===== src/rtl/entities_mover_pkg.sv =====
// Shared definitions for the entities mover: field-type codes, move
// direction codes, object-map word layout and the mover FSM states.
package entities_mover_pkg;

  // Object-map field types
  localparam logic [2:0] FT_EMPTY       = 3'd0;
  localparam logic [2:0] FT_GOAL        = 3'd1;
  localparam logic [2:0] FT_WALL        = 3'd2;
  localparam logic [2:0] FT_COWBOY      = 3'd3;
  localparam logic [2:0] FT_COWBOY_GOAL = 3'd4;
  localparam logic [2:0] FT_BOX         = 3'd5;
  localparam logic [2:0] FT_BOX_GOAL    = 3'd6;

  // Move direction codes
  typedef enum logic [1:0] {
    DIR_LEFT  = 2'b00,
    DIR_RIGHT = 2'b01,
    DIR_UP    = 2'b10,
    DIR_DOWN  = 2'b11
  } dir_t;

  // Object-map word layout: [10:8] type, [7:2] animation offset, [1:0] dir
  localparam int WORD_W  = 11;
  localparam int TYPE_HI = 10;
  localparam int TYPE_LO = 8;
  localparam int OFS_HI  = 7;
  localparam int OFS_LO  = 2;
  localparam int DIR_HI  = 1;
  localparam int DIR_LO  = 0;

  typedef enum logic [2:0] {
    IDLE,
    WR_C,
    WR_N,
    WR_B,
    READY,
    WAIT_LOW
  } state_t;

  // Pack one object-map word
  function automatic logic [WORD_W-1:0] om_word(input logic [2:0] ftype,
                                                input logic [5:0] ofs,
                                                input logic [1:0] dir);
    return {ftype, ofs, dir};
  endfunction

endpackage


===== src/rtl/entities_mover_if.sv =====
// Bundle of the mover's object-map write port, move handshake and the
// cell descriptions supplied by the game logic.
interface entities_mover_if;
  logic [6:0]  address_write_om;
  logic [10:0] data_write_om;
  logic        wren;
  logic [6:0]  cowboy_row_out;
  logic [6:0]  cowboy_col_out;
  logic        new_state_ready;
  logic        move_done;
  logic [6:0]  cowboy_row;
  logic [6:0]  cowboy_col;
  logic [10:0] pos_cowboy;
  logic [6:0]  other_row;
  logic [6:0]  other_col;
  logic [10:0] pos_other;
  logic        only_moving_cowboy;
  logic        process_move;
  logic [2:0]  field_type_after;

  // The mover side
  modport master (
    output address_write_om, data_write_om, wren,
    output cowboy_row_out, cowboy_col_out, new_state_ready, move_done,
    input  cowboy_row, cowboy_col, pos_cowboy, other_row, other_col,
    input  pos_other, only_moving_cowboy, process_move, field_type_after
  );

  // The game-logic / object-map side
  modport slave (
    input  address_write_om, data_write_om, wren,
    input  cowboy_row_out, cowboy_col_out, new_state_ready, move_done,
    output cowboy_row, cowboy_col, pos_cowboy, other_row, other_col,
    output pos_other, only_moving_cowboy, process_move, field_type_after
  );
endinterface


===== src/rtl/entities_mover.sv =====
// Entities mover: each process_move request produces one animation frame
// (cowboy cell, and pushed box cell, tagged with the frame number) or, on
// the last frame, commits the move by rewriting cowboy, neighbour and the
// cell beyond the neighbour in the object map.
module entities_mover
  import entities_mover_pkg::*;
#(
  parameter int ROW   = 10,
  parameter int STEPS = 8
) (
  input  logic clk,
  input  logic rst_n,
  entities_mover_if.master bus
);

  state_t      state_reg, state_next;
  logic [5:0]  k_reg;
  logic [6:0]  c_row_reg, c_col_reg, n_row_reg, n_col_reg;
  logic [2:0]  c_type_reg, n_type_reg, after_type_reg;
  dir_t        dir_reg;
  logic        only_cowboy_reg;
  logic [6:0]  cowboy_row_reg, cowboy_col_reg;

  logic        commit;
  logic        wren;
  logic [6:0]  addr;
  logic [10:0] data;
  logic        ready_pulse;
  logic        done_pulse;

  // Linear board address; truncation to 7 bits is intended
  function automatic logic [6:0] cell_addr(input logic [6:0] r, input logic [6:0] c);
    int full;
    full = int'(r) * ROW + int'(c);
    return full[6:0];
  endfunction

  // Address of the cell one step beyond (r,c) in direction d
  function automatic logic [6:0] step_addr(input logic [6:0] r, input logic [6:0] c,
                                           input dir_t d);
    logic [6:0] nr, nc;
    nr = r;
    nc = c;
    case (d)
      DIR_LEFT:  nc = c - 7'd1;
      DIR_RIGHT: nc = c + 7'd1;
      DIR_UP:    nr = r - 7'd1;
      default:   nr = r + 7'd1;
    endcase
    return cell_addr(nr, nc);
  endfunction

  // What the cowboy leaves behind: a goal stays a goal, anything else empties
  function automatic logic [2:0] vacated_type(input logic [2:0] t);
    return (t == FT_COWBOY_GOAL) ? FT_GOAL : FT_EMPTY;
  endfunction

  // Cowboy arriving on a cell keeps the goal marking of that cell
  function automatic logic [2:0] arrived_type(input logic [2:0] t);
    return (t == FT_GOAL || t == FT_BOX_GOAL) ? FT_COWBOY_GOAL : FT_COWBOY;
  endfunction

  assign commit = (k_reg == 6'(STEPS));

  // State, frame counter, latched move description and committed position
  always_ff @(posedge clk or negedge rst_n) begin
    if (!rst_n) begin
      state_reg       <= IDLE;
      k_reg           <= '0;
      c_row_reg       <= '0;
      c_col_reg       <= '0;
      n_row_reg       <= '0;
      n_col_reg       <= '0;
      c_type_reg      <= '0;
      n_type_reg      <= '0;
      after_type_reg  <= '0;
      dir_reg         <= DIR_LEFT;
      only_cowboy_reg <= 1'b0;
      cowboy_row_reg  <= '0;
      cowboy_col_reg  <= '0;
    end else begin
      state_reg <= state_next;
      if (state_reg == IDLE && bus.process_move) begin
        k_reg           <= k_reg + 6'd1;
        c_row_reg       <= bus.cowboy_row;
        c_col_reg       <= bus.cowboy_col;
        n_row_reg       <= bus.other_row;
        n_col_reg       <= bus.other_col;
        c_type_reg      <= bus.pos_cowboy[TYPE_HI:TYPE_LO];
        n_type_reg      <= bus.pos_other[TYPE_HI:TYPE_LO];
        after_type_reg  <= bus.field_type_after;
        dir_reg         <= dir_t'(bus.pos_cowboy[DIR_HI:DIR_LO]);
        only_cowboy_reg <= bus.only_moving_cowboy;
      end
      if (state_reg == READY && commit) begin
        k_reg          <= '0;
        cowboy_row_reg <= n_row_reg;
        cowboy_col_reg <= n_col_reg;
      end
    end
  end

  // Next state and Moore outputs for the current write/handshake phase
  always_comb begin
    state_next  = state_reg;
    wren        = 1'b0;
    addr        = '0;
    data        = '0;
    ready_pulse = 1'b0;
    done_pulse  = 1'b0;
    case (state_reg)
      IDLE: begin
        if (bus.process_move) state_next = WR_C;
      end
      WR_C: begin
        wren = 1'b1;
        addr = cell_addr(c_row_reg, c_col_reg);
        data = commit ? om_word(vacated_type(c_type_reg), 6'd0, 2'b00)
                      : om_word(c_type_reg, k_reg, dir_reg);
        if (!bus.process_move)                  state_next = IDLE;
        else if (only_cowboy_reg && !commit)    state_next = READY;
        else                                    state_next = WR_N;
      end
      WR_N: begin
        wren = 1'b1;
        addr = cell_addr(n_row_reg, n_col_reg);
        data = commit ? om_word(arrived_type(n_type_reg), 6'd0, 2'b00)
                      : om_word(n_type_reg, k_reg, dir_reg);
        if (!bus.process_move)                  state_next = IDLE;
        else if (commit && !only_cowboy_reg)    state_next = WR_B;
        else                                    state_next = READY;
      end
      WR_B: begin
        wren = 1'b1;
        addr = step_addr(n_row_reg, n_col_reg, dir_reg);
        data = om_word((after_type_reg == FT_GOAL) ? FT_BOX_GOAL : FT_BOX, 6'd0, 2'b00);
        if (!bus.process_move) state_next = IDLE;
        else                   state_next = READY;
      end
      READY: begin
        ready_pulse = 1'b1;
        done_pulse  = commit;
        state_next  = WAIT_LOW;
      end
      WAIT_LOW: begin
        if (!bus.process_move) state_next = IDLE;
      end
      default: state_next = IDLE;
    endcase
  end

  assign bus.wren             = wren;
  assign bus.address_write_om = addr;
  assign bus.data_write_om    = data;
  assign bus.new_state_ready  = ready_pulse;
  assign bus.move_done        = done_pulse;
  assign bus.cowboy_row_out   = cowboy_row_reg;
  assign bus.cowboy_col_out   = cowboy_col_reg;

endmodule


===== src/flat_wrapper.sv =====
// flat-port wrapper written by rule: the top's interface ports become plain ports
module entities_mover_flat import entities_mover_pkg::*;
#(
  parameter int ROW   = 10,
  parameter int STEPS = 8
)
  (clk, rst_n, bus_address_write_om, bus_data_write_om, bus_wren, bus_cowboy_row_out, bus_cowboy_col_out, bus_new_state_ready, bus_move_done, bus_cowboy_row, bus_cowboy_col, bus_pos_cowboy, bus_other_row, bus_other_col, bus_pos_other, bus_only_moving_cowboy, bus_process_move, bus_field_type_after);
  entities_mover_if bus_i ();
  input  logic clk;
  input  logic rst_n;
  output wire logic [$bits(bus_i.address_write_om)-1:0] bus_address_write_om;
  output wire logic [$bits(bus_i.data_write_om)-1:0] bus_data_write_om;
  output wire logic [$bits(bus_i.wren)-1:0] bus_wren;
  output wire logic [$bits(bus_i.cowboy_row_out)-1:0] bus_cowboy_row_out;
  output wire logic [$bits(bus_i.cowboy_col_out)-1:0] bus_cowboy_col_out;
  output wire logic [$bits(bus_i.new_state_ready)-1:0] bus_new_state_ready;
  output wire logic [$bits(bus_i.move_done)-1:0] bus_move_done;
  input wire logic [$bits(bus_i.cowboy_row)-1:0] bus_cowboy_row;
  input wire logic [$bits(bus_i.cowboy_col)-1:0] bus_cowboy_col;
  input wire logic [$bits(bus_i.pos_cowboy)-1:0] bus_pos_cowboy;
  input wire logic [$bits(bus_i.other_row)-1:0] bus_other_row;
  input wire logic [$bits(bus_i.other_col)-1:0] bus_other_col;
  input wire logic [$bits(bus_i.pos_other)-1:0] bus_pos_other;
  input wire logic [$bits(bus_i.only_moving_cowboy)-1:0] bus_only_moving_cowboy;
  input wire logic [$bits(bus_i.process_move)-1:0] bus_process_move;
  input wire logic [$bits(bus_i.field_type_after)-1:0] bus_field_type_after;
  assign bus_address_write_om = bus_i.address_write_om;
  assign bus_data_write_om = bus_i.data_write_om;
  assign bus_wren = bus_i.wren;
  assign bus_cowboy_row_out = bus_i.cowboy_row_out;
  assign bus_cowboy_col_out = bus_i.cowboy_col_out;
  assign bus_new_state_ready = bus_i.new_state_ready;
  assign bus_move_done = bus_i.move_done;
  assign bus_i.cowboy_row = bus_cowboy_row;
  assign bus_i.cowboy_col = bus_cowboy_col;
  assign bus_i.pos_cowboy = bus_pos_cowboy;
  assign bus_i.other_row = bus_other_row;
  assign bus_i.other_col = bus_other_col;
  assign bus_i.pos_other = bus_pos_other;
  assign bus_i.only_moving_cowboy = bus_only_moving_cowboy;
  assign bus_i.process_move = bus_process_move;
  assign bus_i.field_type_after = bus_field_type_after;
  entities_mover #(.ROW(ROW), .STEPS(STEPS)) u_core (.clk(clk), .rst_n(rst_n), .bus(bus_i));
endmodule

===== config.mk =====
export PLATFORM = sky130hd
export DESIGN_NAME = entities_mover_flat
export DESIGN_NICKNAME = d
export VERILOG_FILES = /design/src/rtl/entities_mover_pkg.sv /design/src/rtl/entities_mover_if.sv /design/src/rtl/entities_mover.sv /design/src/flat_wrapper.sv
export SDC_FILE = /design/constraint.sdc
export NUM_CORES = 1
export LEC_CHECK = 0
export CAP_MARGIN = 20
export CORE_MARGIN = 3
export CORE_UTILIZATION = 46
export DETAILED_ROUTE_END_ITERATION = 10
export PLACE_DENSITY_LB_ADDON = 0.08
export REMOVE_ABC_BUFFERS = 1
export SYNTH_ARGS = -nofsm -noshare
export SYNTH_HDL_FRONTEND = slang
export SYNTH_SLANG_ARGS = --single-unit

===== constraint.sdc =====
create_clock -name clk -period 4.5 [get_ports clk]
set_input_delay 0.9 -clock clk [delete_from_list [all_inputs] [get_ports clk]]
set_output_delay 0.9 -clock clk [all_outputs]
set_load 0.02 [all_outputs]

==> results of run 1 <==
final cells by class:
class / instances / area [um^2] / area share
clock buffer: 13 / 168.9 / 0.03081
clock inverter: 3 / 65.06 / 0.01187
inverter: 22 / 82.58 / 0.01506
multi-input combinational: 292 / 2507 / 0.4573
sequential: 62 / 1551 / 0.2830
tap: 105 / 131.4 / 0.02396
timing repair buffer: 105 / 975.9 / 0.1780
what timing repair did:
action	4_1_cts	5_1_grt
resized for setup	25	15
buffers inserted	0	1
hold buffers	0	0
endpoints found under the setup margin	5	5
pin swaps	8	10
endpoints found under the hold margin	0	0
cell families after synthesis:
| logic type | after synthesis | share of synthesized area |
|---|---|---|
| mux | 54 | 0.1456 |
| flops | 62 | 0.3745 |
| fa+ha+maj | 43 | 0.1420 |
| compound gates | 73 | 0.1102 |
| buf+inv | 38 | 0.04107 |
| simple gates | 84 | 0.1030 |
| xor+xnor | 38 | 0.08366 |
per-layer routing:
metal	global-route usage	vias to the layer above	part of all wire	routed length [um]
li1	-	1581	-	-
met3	0.03253	14	0.039	357
met4	0.07055	0	0.018	165
met2	0.3149	64	0.48	4376
met1	0.2613	1500	0.47	4294
met5	0	-	0	0
synthesized netlist by cell type (2+ instances only):
library cell   n  share of area
a21o_1         8          0.014
a21oi_1       22          0.027
a22oi_1        3         0.0054
a31oi_1        2         0.0030
and2_1         5         0.0076
and3_1         6         0.0091
buf_2          7         0.0085
buf_6          2         0.0054
clkbuf_1       6         0.0054
dfrtp_1       62           0.37
fa_1           7          0.034
ha_1          35           0.11
inv_1         22          0.020
mux2_1        14          0.038
mux2_2        36          0.098
mux2i_1        4         0.0097
nand2_1       26          0.024
nand2b_1       4         0.0060
nand4_1        2         0.0030
nor2_1        20          0.018
nor2b_1        7          0.011
nor3_1         4         0.0048
nor4_1         2         0.0030
o211ai_1       5         0.0091
o21a_1         2         0.0036
o21ai_0       13          0.016
o21ai_1        6         0.0072
o21bai_1       2         0.0036
o31ai_1        2         0.0036
or4_1          2         0.0036
xnor2_1       27          0.057
xor2_1        10          0.021
critical path, delay by kind of cell, from the launching register on:
family / cells / cell delay (ps)
compound gates: 3 / 390
simple gates: 4 / 540
fa+ha+maj: 4 / 1200
xor+xnor: 4 / 890
flops: 1 / 380
buf+inv: 3 / 230
how the worst max path moves through the flow:
stage	start	endpoint	slack, ps	cells after the start
after floorplan	bus_process_move	u_core.k_reg[5]	-360	5
after global placement	u_core.dir_reg[0]	bus_address_write_om[6]	-350	18
after detailed placement	u_core.dir_reg[0]	bus_address_write_om[6]	-500	18
after CTS	u_core.dir_reg[0]	bus_address_write_om[6]	-290	17
after global routing	u_core.dir_reg[0]	bus_address_write_om[6]	-540	18
final	u_core.dir_reg[0]	bus_address_write_om[6]	-370	18
per-stage QoR:
step,std cells,TNS [ps],hold slack (ps)
2_1_floorplan,376,-5421,455.3
3_3_place_gp,585,-671.5,466.1
3_5_place_dp,585,-958.9,475.7
4_1_cts,601,-720.1,491.6
5_1_grt,602,-800.6,503.6
6_report,602,-473.8,487.6
==> results.cfg, run 1 <==
[global_route]
grt_remaining_overflow = 0
antenna_found_initial = 0
grt_usage = 0.1941
grt_pass1_vias = 3312
grt_pass1_wl_um = 15630
grt_start_max_net_pins = 33

[sta]
finalHoldViolCount = 0
layout_setup_ws_ps = -368.3
maxSlewViolCount = 0
fmaxAchievable_ghz = 0.2054
period_needed_ps = 4868
slew_headroom = 0.4458
timing.final.crit_share = 1.082
final.setup_skew_ps = 9.710
worst_slew_pin_slew_ps = 825.0
rsz0062_at_grt = yes
setup_viol = 2

[layout]
drive_gt1_frac = 0.2133
syn_to_final_growth_pct = 32.35
final_common_cell = clkdlybuf4s50_1
n_antenna_cell = 0
fill_cells = 683
final_cell_mix = clkdlybuf4s50_1, dfrtp_1, mux2_2
layout.nets = 591
finish.utilization = 0.6477
finalInstanceArea_um2 = 5483

[clocking]
cts_sinks = 62
cts.clk_slew.worst_paths_ps = 70
cts_max_level = 3
insertion_delay_ps = 340
cts_root_buf = clkbuf_8
clockBufferDepth = 2
numCtsBuffers = 9
cts_tree = built

[synthesis]
synth-edff-count = 0
synth_ff_type = dfrtp_1
synth_cells = 392
syn_area_um2 = 4143
synthArstFlopShare = 1.000
syn_avg_cell_area_um2 = 10.57
yosys.cell_types.count = 49
ys_warn_count = 0
synth_seq_area_share = 0.3745
synth-seq-cells = 62

[min_path]
hold_class = reg2reg
min_to = u_core.bus.cowboy_row_out[0]
min-delay-start = u_core.bus.cowboy_row_out[0]
whs_path_depth = 1

[floorplanning]
row_count = 33
fp.dieArea_um2 = 10180
design.portCount = 92
initial_core_util = 0.4894
fp.dieH_um = 100.9
die_w_um = 100.9
coreArea_um2 = 8464

[detailed_routing]
wl_per_cell_um = 15.27
drtIter0Drc = 95
drt_pre_antenna_iters = 4
antenna_left = 0
vias = 3159
drcViolationCount = 0
viasPerCell = 5.248
wl_um = 9194

[place]
dp_slack_ps = -498.2
place_congestion = 0.8449
port-buffer-count = 76
place_hpwl_um = 7088
place_area_um2 = 5157

[worst_setup_path]
r2r-start = u_core.k_reg[0]
slowest_stage = fa_1
crit_path_max_fanout = 2
max_stage_delay_ps = 500
r2r_end = u_core.bus.cowboy_col_out[1]
arrival_ps = 3970
worstSetupPathType = reg2out
r2r_cells = 7
end_kind = output port
cp_cell_sequence = nand2b_4, xnor2_2, ha_2, and2_4, and3_4, a21oi_2, nor2b_2, xnor2_1, ha_1, inv_2, fa_1, inv_2, ha_4, a21oi_2, xnor3_2, xnor2_2, o21ai_2, buf_6
cp-start-kind = register
cp.required_ps = 3600
r2r_slack_ps = 2360

[job]
cap_violations = 0

[outcome]
status = finished, violations left
violations = setup timing
Power of run 1 is not shown: default switching activity piles up to over one toggle a cycle in this logic, so the estimate is an artifact.
==> run 2: changes to the inputs <==
- CORE_MARGIN: 3 -> 1.5
==> results.cfg, run 2 (synthesis gave the netlist of run 1 again) <==
[place]
place_hpwl_um = 6656
port-buffer-count = 76
place_congestion = 0.8198

[layout]
n_antenna_cell = 0
final_cell_mix = clkdlybuf4s50_1, dfrtp_1, mux2_2
fill_cells = 751
layout.nets = 586
regArea_um2 = 1551
multiInputGateArea_um2 = 2505
finish.utilization = 0.6198
syn_to_final_growth_pct = 30.47
drive_gt1_frac = 0.1972
final_common_cell = clkdlybuf4s50_1

[clocking]
cts.clk_slew.worst_paths_ps = 70
cts_max_level = 3
clockBufferDepth = 2
cts_tree = built
numCtsBuffers = 9
insertion_delay_ps = 350
cts_root_buf = clkbuf_8
hold_buffers = 0
cts_sinks = 62

[min_path]
hold_class = reg2reg

[worst_setup_path]
crit_path_end = bus_address_write_om[6]
r2r_slack_ps = 2300
crit_start = u_core.dir_reg[0]
r2r-start = u_core.k_reg[0]
cp.required_ps = 3600
max_stage_delay_ps = 500
r2r_cells = 7
crit_path_max_fanout = 2
arrival_ps = 3780
r2r_end = u_core.bus.cowboy_row_out[6]
end_kind = output port
cp_cell_sequence = nand2b_4, xnor2_2, ha_2, and2_4, and3_4, a21oi_2, nor2b_1, xnor2_1, ha_1, inv_1, fa_1, inv_2, ha_4, a21oi_2, xnor3_1, xnor2_2, o21ai_1, buf_4
slowest_stage = fa_1
worstSetupPathType = reg2out
cp-start-kind = register

[outcome]
violations = setup timing
status = finished, violations left

[floorplanning]
fp.dieH_um = 97.90
initial_core_util = 0.4750
die_w_um = 97.90
design.portCount = 92
fp.dieArea_um2 = 9584
coreArea_um2 = 8721
row_count = 34

[detailed_routing]
antenna_left = 0
wl_per_cell_um = 14.96
vias = 3188
wl_um = 8978
drt_pre_antenna_iters = 4
viasPerCell = 5.313
drcViolationCount = 0
drtIter0Drc = 78

[global_route]
grt_pass1_vias = 3214
antenna_found_initial = 0
grt_start_max_net_pins = 49
grt_remaining_overflow = 0
grt_pass1_wl_um = 15340
grt_usage = 0.2026

[sta]
final.setup_skew_ps = 5.262
worst_slew_pin_slew_ps = 798.2
rsz0062_at_grt = yes
period_needed_ps = 4679
setup_viol = 2
maxSlewViolCount = 0
timing.final.crit_share = 1.040
slew_headroom = 0.4638
layout_setup_ws_ps = -179.4
fmaxAchievable_ghz = 0.2137
finalHoldViolCount = 0

[job]
cap_violations = 0
[run 2: cell count changes in the layout (fill, tap and decap cells not counted), moves of 2 or more]
| cell | change |
|---|---|
| nor2b_1 | +2 |
| clkinvlp_4 | +2 |
| buf_6 | -2 |
| clkbuf_8 | -2 |
| buf_4 | -3 |
| nor2b_2 | -2 |
[run 2: final cells by class]
class / count / area share
inverters: 22 / 0.01528
clock inverters: 5 / 0.01088
flip-flops and latches: 62 / 0.2870
repair buffers: 100 / 0.1722
multi-input cells: 292 / 0.4634
clock buffers: 11 / 0.02616
well taps: 108 / 0.02500
[run 2: layer usage]
metal | GRT usage | wire length, um
met1 | 0.2609 | 4052
met3 | 0.03364 | 395
met4 | 0.08462 | 172
met2 | 0.3385 | 4358
met5 | 0 | 0
[run 2: worst max-delay path, delay by kind of cell, from the launching register on]
kind / cells / cell delay [ps]
buffers and inverters: 3 / 260
adders and majority gates: 4 / 1210
xor gates and xnor gates: 4 / 630
AOI/OAI and AO/OA: 3 / 310
and+or+nand+nor: 4 / 620
DFF: 1 / 390
[run 2: worst min-delay path by stage]
stage,to,slack [ps],depth (start not counted),start
global placement,u_core.bus.cowboy_row_out[3],470,1,u_core.bus.cowboy_row_out[3]
CTS,u_core.bus.cowboy_row_out[3],490,1,u_core.bus.cowboy_row_out[3]
floorplan,u_core.state_reg[0],460,1,u_core.only_cowboy_reg
global route,u_core.bus.cowboy_row_out[1],510,1,u_core.bus.cowboy_row_out[1]
finish,u_core.bus.cowboy_row_out[3],490,1,u_core.bus.cowboy_row_out[3]
detailed placement,u_core.bus.cowboy_row_out[3],480,1,u_core.bus.cowboy_row_out[3]
[run 2: metrics by stage]
stage / std cells / TNS, ps / cell area [um^2] / hold WS (ps) / setup WS (ps)
final: 600 / -274.0 / 5405 / 486.6 / -179.4
after global routing: 600 / -595.7 / 5405 / 505.6 / -360.6
after CTS: 600 / -385.8 / 5388 / 491.2 / -202.0
after detailed placement: 583 / -688.5 / 5124 / 475.1 / -373.5
after global placement: 583 / -639.9 / 5124 / 465.7 / -355.9
after floorplan: 376 / -5421 / 4055 / 455.3 / -362.9
[run 2: timing repair]
| item | CTS | global route |
|---|---|---|
| gates resized for setup | 26 | 8 |
| buffers inserted | 1 | 0 |
| pin swaps | 10 | 4 |
| endpoints found under the setup margin | 4 | 5 |
Power of run 2 is left out for the same reason.
